===== config.mk =====
export PLATFORM = sky130hd
export DESIGN_NAME = seq_reset_cond_bus_gen
export DESIGN_NICKNAME = d
export VERILOG_FILES = /design/src/rtl/seq_reset_cond_bus_gen.sv
export SDC_FILE = /design/constraint.sdc
export NUM_CORES = 1
export LEC_CHECK = 0
export BUFFER_PORTS_ARGS = -buffer_cell sky130_fd_sc_hd__buf_2
export CAP_MARGIN = 40
export CELL_PAD_IN_SITES_DETAIL_PLACEMENT = 2
export CELL_PAD_IN_SITES_GLOBAL_PLACEMENT = 2
export CORE_MARGIN = 5
export CORE_UTILIZATION = 35
export DETAILED_ROUTE_END_ITERATION = 16
export PLACE_DENSITY_LB_ADDON = 0.1
export SLEW_MARGIN = 20
export SYNTH_ARGS = -nofsm -noshare
export SYNTH_HDL_FRONTEND = slang
export SYNTH_SLANG_ARGS = --single-unit

===== constraint.sdc =====
create_clock -name clk -period 4.8 [get_ports clk]
set_input_delay 0.24 -clock clk [delete_from_list [all_inputs] [get_ports clk]]
set_output_delay 0.24 -clock clk [all_outputs]
set_load 0.01 [all_outputs]

===== src/rtl/seq_reset_cond_bus_gen.sv =====
// Two-stage reset-condition bus producer with req/ack handshake and a capture register
// cleared by the reduced bus. Define SEQ_RESET_COND_BUS_GEN_STATUS_EN to add the seq_count output.
module seq_reset_cond_bus_gen #(
   parameter int unsigned HOLD0 = 4,
   parameter int unsigned HOLD1 = 3,
   parameter int unsigned CNT_W = 8
) (
   input  logic       clk,
   input  logic       rst,
   input  logic       req,
   output logic       ack,
   output logic       busy,
   output logic [1:0] rst_out,
   input  logic [7:0] d,
   output logic [7:0] q
`ifdef SEQ_RESET_COND_BUS_GEN_STATUS_EN
   ,
   output logic [7:0] seq_count
`endif
);

   typedef enum logic [1:0] {
      IDLE   = 2'd0,
      ASSERT = 2'd1,
      REL0   = 2'd2,
      DONE   = 2'd3
   } state_t;

   localparam logic [CNT_W-1:0] HOLD0_LAST = CNT_W'(HOLD0 - 1);
   localparam logic [CNT_W-1:0] HOLD1_LAST = CNT_W'(HOLD1 - 1);

   state_t           state_r;
   state_t           state_nxt_s;
   logic [CNT_W-1:0] cnt_r;
   logic [CNT_W-1:0] cnt_nxt_s;
   logic [1:0]       rst_out_r;
   logic [1:0]       rst_out_nxt_s;
   logic             ack_r;
   logic             ack_nxt_s;
   logic             busy_r;
   logic             busy_nxt_s;
   logic [7:0]       q_r;

   // Next-state and hold counter; counter only runs up to HOLDx-1 so it never wraps
   always_comb begin
      state_nxt_s = state_r;
      cnt_nxt_s   = cnt_r;
      case (state_r)
         IDLE: begin
            if (req) begin
               state_nxt_s = ASSERT;
               cnt_nxt_s   = {CNT_W{1'b0}};
            end else begin
               state_nxt_s = IDLE;
            end
         end
         ASSERT: begin
            if (cnt_r == HOLD0_LAST) begin
               state_nxt_s = REL0;
               cnt_nxt_s   = {CNT_W{1'b0}};
            end else begin
               cnt_nxt_s = cnt_r + CNT_W'(1);
            end
         end
         REL0: begin
            if (cnt_r == HOLD1_LAST) begin
               state_nxt_s = DONE;
               cnt_nxt_s   = {CNT_W{1'b0}};
            end else begin
               cnt_nxt_s = cnt_r + CNT_W'(1);
            end
         end
         DONE: begin
            state_nxt_s = IDLE;
            cnt_nxt_s   = {CNT_W{1'b0}};
         end
         default: begin
            state_nxt_s = IDLE;
            cnt_nxt_s   = {CNT_W{1'b0}};
         end
      endcase
   end

   // Output values decoded from the next state so they register together with it
   always_comb begin
      rst_out_nxt_s = 2'b00;
      ack_nxt_s     = 1'b0;
      busy_nxt_s    = 1'b1;
      case (state_nxt_s)
         IDLE:    busy_nxt_s    = 1'b0;
         ASSERT:  rst_out_nxt_s = 2'b11;
         REL0:    rst_out_nxt_s = 2'b10;
         DONE:    ack_nxt_s     = 1'b1;
         default: busy_nxt_s    = 1'b0;
      endcase
   end

   // Sequencer state and registered outputs; rst restarts the full hold sequence
   always_ff @(posedge clk) begin
      if (rst) begin
         state_r   <= ASSERT;
         cnt_r     <= {CNT_W{1'b0}};
         rst_out_r <= 2'b11;
         ack_r     <= 1'b0;
         busy_r    <= 1'b1;
      end else begin
         state_r   <= state_nxt_s;
         cnt_r     <= cnt_nxt_s;
         rst_out_r <= rst_out_nxt_s;
         ack_r     <= ack_nxt_s;
         busy_r    <= busy_nxt_s;
      end
   end

   // Capture register cleared by the 1-bit reduction of the registered bus
   always_ff @(posedge clk) begin
      if (rst) begin
         q_r <= 8'h00;
      end else if (|rst_out_r) begin
         q_r <= 8'h00;
      end else begin
         q_r <= d;
      end
   end

`ifdef SEQ_RESET_COND_BUS_GEN_STATUS_EN
   logic [7:0] seq_count_r;

   // Completed-sequence counter, steps on the same edge that raises ack
   always_ff @(posedge clk) begin
      if (rst) begin
         seq_count_r <= 8'h00;
      end else if (ack_nxt_s) begin
         seq_count_r <= seq_count_r + 8'h01;
      end else begin
         seq_count_r <= seq_count_r;
      end
   end

   assign seq_count = seq_count_r;
`endif

   assign rst_out = rst_out_r;
   assign ack     = ack_r;
   assign busy    = busy_r;
   assign q       = q_r;

endmodule

Word-level counts from Yosys, hierarchy flattened
Index checks and enable logic that the tools add are counted.
{"block": "word_totals", "regBits": 22, "latch_bits": 0, "ramBits": 0, "mem_bits_ro": 0, "in_bits": 11, "output_inout_bits": 12, "word_cells": 30, "n_memories": 0}
{"block": "op_classes", "add_sub_neg": 1, "multipliers": 0, "n_div": 0, "magnitude_cmp": 0, "n_eq_ne": 9, "n_shift": 0, "muxes": 11, "bitwise_logic": 0, "n_reduce_logical": 3}
{"op": "$pmux W8 S4", "n": 1}
{"op": "$mux W8", "n": 3}
{"op": "$eq A8 B2 Y1 const B", "n": 2}
{"op": "$add A8 B1 Y8 const B", "n": 1}
{"op": "$eq A2 B2 Y1 const B", "n": 4}
{"op": "$pmux W2 S4", "n": 1}
{"op": "$eq A2 B1 Y1 const B", "n": 2}
{"op": "$logic_not A2 Y1", "n": 2}
{"op": "$mux W2", "n": 2}
{"op": "$pmux W2 S2", "n": 1}
{"op": "$mux W1", "n": 3}
{"op": "$reduce_or A3 Y1", "n": 1}
{"op": "$ne A2 B2 Y1 const B", "n": 1}

Logic depth before layout (Yosys ltp)
{"block": "depth", "ltp_word": 5, "mapped_depth": 8, "depth_no_buf": 8}

Least setup slack after synthesis
OpenSTA, ideal clock, no wires.
{"block": "synth_timing", "path_kind": "reg-to-reg", "startpoint": "reg cnt_r[2]", "endpoint": "reg rst_out_r[0] (netlist: rst_out[0])", "setup_ns": 0.123, "arrival_time_ns": 1.645, "required_time_ns": 4.677, "setup_slack_ns": 3.032, "path_stages_with_launch": 7, "path_buffers": 0, "synth_period_minus_slack_ns": 1.768, "cell_sequence": "dfxtp_1 -> nor4_4 -> and3_1 -> o21ai_2 -> a21o_1 -> ha_1 -> or2_2"}
{"block": "synth_between", "elab_chain_len": 5, "elab_cells_between_ends": 8, "cone_classes": "4 x eq/ne; 4 x mux"}
{"item": "start, declared", "line_no": "34", "rtl": "logic [CNT_W-1:0] cnt_r;"}
{"item": "start signal, assigned", "line_no": "102", "rtl": "cnt_r <= {CNT_W{1'b0}};"}
{"item": "start signal, assigned", "line_no": "108", "rtl": "cnt_r <= cnt_nxt_s;"}
{"item": "$eq A8 B2 Y1 (on tied branches)", "line_no": "66, 58"}
{"item": "$mux W2 (on tied branches)", "line_no": "66, 58"}
{"item": "$pmux W2 S4 *", "line_no": "48", "rtl": "case (state_r)"}
{"item": "$eq A2 B2 Y1 or $eq A2 B1 Y1 (tied branches)", "line_no": "89", "rtl": "case (state_nxt_s)"}
{"item": "$pmux W2 S2 *", "line_no": "89"}
{"item": "net rst_out_nxt_s[0]", "line_no": "37", "rtl": "logic [1:0] rst_out_nxt_s;"}
{"item": "end signal, assigned", "line_no": "109", "rtl": "rst_out_r <= rst_out_nxt_s;"}
{"item": "end, declared", "line_no": "36", "rtl": "logic [1:0] rst_out_r;"}
Mark *: on every way through the listed nets, which the timed path passes. The rest lies on a longest branch.
A chain may end at the register's enable or synchronous reset.

Worst setup path after layout
Ends and elaborated chain as after synthesis.

==> impl_metrics.ini <==
[timing]
worstMarginPinSlew_ns = 0.700
fin_setup_tns_ns = 0
maxSlewViolCount = 0
rsz0062_at_grt = false
hold_violations = 0
relSlewSlack_pct = 53.2
fin_crit_sh_pct = 40.6
finalCriticalPeriod_ns = 1.95
finalSetupViolations = 0
max_freq_mhz = 513
fin_skew_ns = 0.00541

[logic_synthesis]
synthMuxAreaShare_pct = 0
syn_area_mm2 = 0.00108
synth.net_count = 127
synth_xor_area_share_pct = 4.04
synth_cells = 106
synth-compound-area-share_pct = 18.6
yosys_warnings = 0
syn_avg_cell_area_um2 = 10.2
synth_top_family_by_area = simple AND/OR/NAND/NOR gates
yosysSeqAreaShare_pct = 40.6
synth_fa_ha_area_share_pct = 11.5
yosys.area_share.simple_pct = 21.5
synth-seq-cells = 22
synth_cell_types = 33

[global_route]
antenna_found_initial = 0
grt_pass1_vias = 869
grt_util_all_layers_pct = 12.8
grt_pass1_wl_um = 4230
grt_max_degree = 14
gr-total-overflow = 0

[min_path]
hold_class = primary input to flip-flop

[setup_path]
endpoint_kind = flip-flop
path_max_fanout = 7
cp-start-kind = flip-flop
cp.required_ns = 5.01
arrival_ns = 2.16
crit_type = flip-flop to flip-flop

[drt]
wl_met1_um = 1070
wirelength_um = 2550
dr_wl_met2_um = 1350
routed-wl-met3_um = 103
postRouteAntennaNets = 0
drtPass1Iterations = 4
drc = 0
post_drt_wl_per_cell_um = 15.7
vias = 832
via_per_inst = 5.14
drt_iter0_drc = 21
top_layer_used = met4

[die]
pin_count = 23
die_y_um = 65.7
core_area_mm2 = 0.00300
die_area_mm2 = 0.00431
die_w_um = 65.7
rows = 20
initial_utilization_pct = 36.1

[clock_tree]
postCtsSetupRepairBufs = 0
cts_resized = 0
cts-root-buf = clkbuf_4
cts_buffer_depth = 2
htreeDepth = 1
numCtsBuffers = 3
hold_buffers = 0
cts_tree = done
clock-sinks = 22
clk_latency_ns = 0.31
clk_pin_slew_worst_paths_ns = 0.14

[power]
swShare_pct = 32.4
cellPowerDensity_mw_per_mm2 = 405
p_total_uw = 516
p_sw_uw = 167
comb_power_share_pct = 30.2
clockPowerShare_pct = 28.3
power_leakage_uw = 0.000525
peakVddDrop_uv = 128
internal_power_uw = 349
pwr-share-seq_pct = 41.5

[outcome]
outcome = complete, no violations

[place]
post_dp_cell_area_mm2 = 0.00122
gp_congestion = 0.742
post-dp-hpwl_um = 1960
numPortBuffers = 22

[final_layout]
area_growth_pct = 17.4
n_antenna_cell = 0
design_area_mm2 = 0.00127
drive_gt1_share_pct = 29.5
finalNetCount = 151

[job]
maxCapViolations = 0
==> worst paths after layout <==
check,startpoint,endpoint,slack (ns),cells after the start
max,cnt_r[2],rst_out[0],2.85,6
min,d[7],q[7],0.11,2
max reg2reg,cnt_r[2],rst_out[0],2.85,6
min reg2reg,cnt_r[0],cnt_r[0],0.52,2
==> power by group through the flow <==
stage / clock network [uW] / logic (uW) / registers (uW)
final: 146 / 156 / 214
after floorplan: 0 / 105 / 224
after global routing: 160 / 175 / 217
after detailed placement: 0 / 158 / 219
after CTS: 154 / 160 / 215
after global placement: 0 / 150 / 219
==> cells in the final DEF (no fill, tap or decap) <==
| cell type | count |
|---|---|
| o2111ai_1 | 2 |
| nand2b_1 | 1 |
| a21oi_1 | 4 |
| and2_1 | 8 |
| o21ai_2 | 2 |
| clkbuf_4 | 3 |
| nor2_1 | 4 |
| o211ai_1 | 2 |
| a211oi_2 | 2 |
| nor3_1 | 2 |
| or2_2 | 1 |
| a21o_1 | 1 |
| a31oi_4 | 1 |
| nand2_1 | 9 |
| nor2b_1 | 3 |
| a211oi_1 | 4 |
| nand3_1 | 1 |
| nor4b_2 | 2 |
| inv_1 | 7 |
| bufinv_16 | 1 |
| a31oi_2 | 1 |
| dfxtp_1 | 22 |
| ha_1 | 10 |
| buf_2 | 22 |
| nand3_2 | 1 |
| nor3b_1 | 1 |
| nand4_1 | 2 |
| o211a_1 | 1 |
| and3_1 | 1 |
| o21ai_4 | 1 |
| xnor2_1 | 4 |
| xor2_1 | 1 |
| nor4_4 | 1 |
| o221ai_1 | 1 |
==> sequential cells by signal, indices dropped and copies added, names as in the netlist <==
signal / cells
cnt_r: 8
busy: 1
q: 8
state_r: 2
ack: 1
rst_out: 2
==> cells by family (layout without fill, tap and decap cells) <==
| group | count (synthesis) | after routing |
|---|---|---|
| adder cells (fa/ha/maj) | 10 | 10 |
| flip-flops | 22 | 22 |
| AND/OR/NAND/NOR | 37 | 37 |
| XOR/XNOR | 5 | 5 |
| AO/OA/AOI/OAI | 22 | 22 |
| buffers and inverters | 10 | 33 |
==> through the flow <==
stage,cells,hold WS [ns],utilization [%],setup slack [ns]
6_report,162,0.113,42.4,2.85
5_1_grt,162,0.0921,42.4,2.75
4_1_cts,162,0.0966,42.4,2.84
3_5_place_dp,158,0.445,40.7,2.86
3_3_place_gp,158,0.440,40.7,2.95
2_1_floorplan,106,0.312,-,3.03
==> worst max-delay path: stages, from the launching register on <==
cell and delay (ns):
dfxtp_1 0.41, nor4_4 0.42, a31oi_4 0.19, o21ai_2 0.21
o211ai_1 0.15, ha_1 0.20, or2_2 0.26
==> cell type report <==
cell class              instances  area [um2]
flip-flops and latches         22         440
clock inverters                 1        30.0
repair buffers                 22         110
clock buffers                   3        22.5
well taps                      33        41.3
fillers                       346        1730
multi-input cells              74         603
inverters                       7        26.3
==> Yosys cell counts (all sizes together) <==
cell type | number | area [um2]
nand4 | 2 | 12.5
nor4b | 2 | 30.0
dfxtp | 22 | 440
a21oi | 4 | 20.0
o221ai | 1 | 8.76
nor2 | 4 | 15.0
nor2b | 3 | 18.8
nor3 | 2 | 10.0
ha | 10 | 125
nand2 | 9 | 33.8
nand3 | 2 | 15.0
and3 | 1 | 6.26
a211oi | 6 | 55.1
o21ai | 3 | 33.8
xor2 | 1 | 8.76
nand2b | 1 | 6.26
o2111ai | 2 | 17.5
nor4 | 1 | 21.3
or2 | 1 | 6.26
o211ai | 2 | 15.0
and2 | 8 | 50.1
nor3b | 1 | 7.51
buf | 3 | 15.0
xnor2 | 4 | 35.0
a21o | 1 | 7.51
o211a | 1 | 10.0
a31oi | 2 | 33.8
inv | 7 | 26.3
==> metal layers <==
metal,vias up,track usage (%)
met5,-,0
met4,0,4.66
met3,2,2.56
met2,13,23.5
met1,406,14.4
li1,411,-
Note: power is estimated with default switching activity, not from simulation.
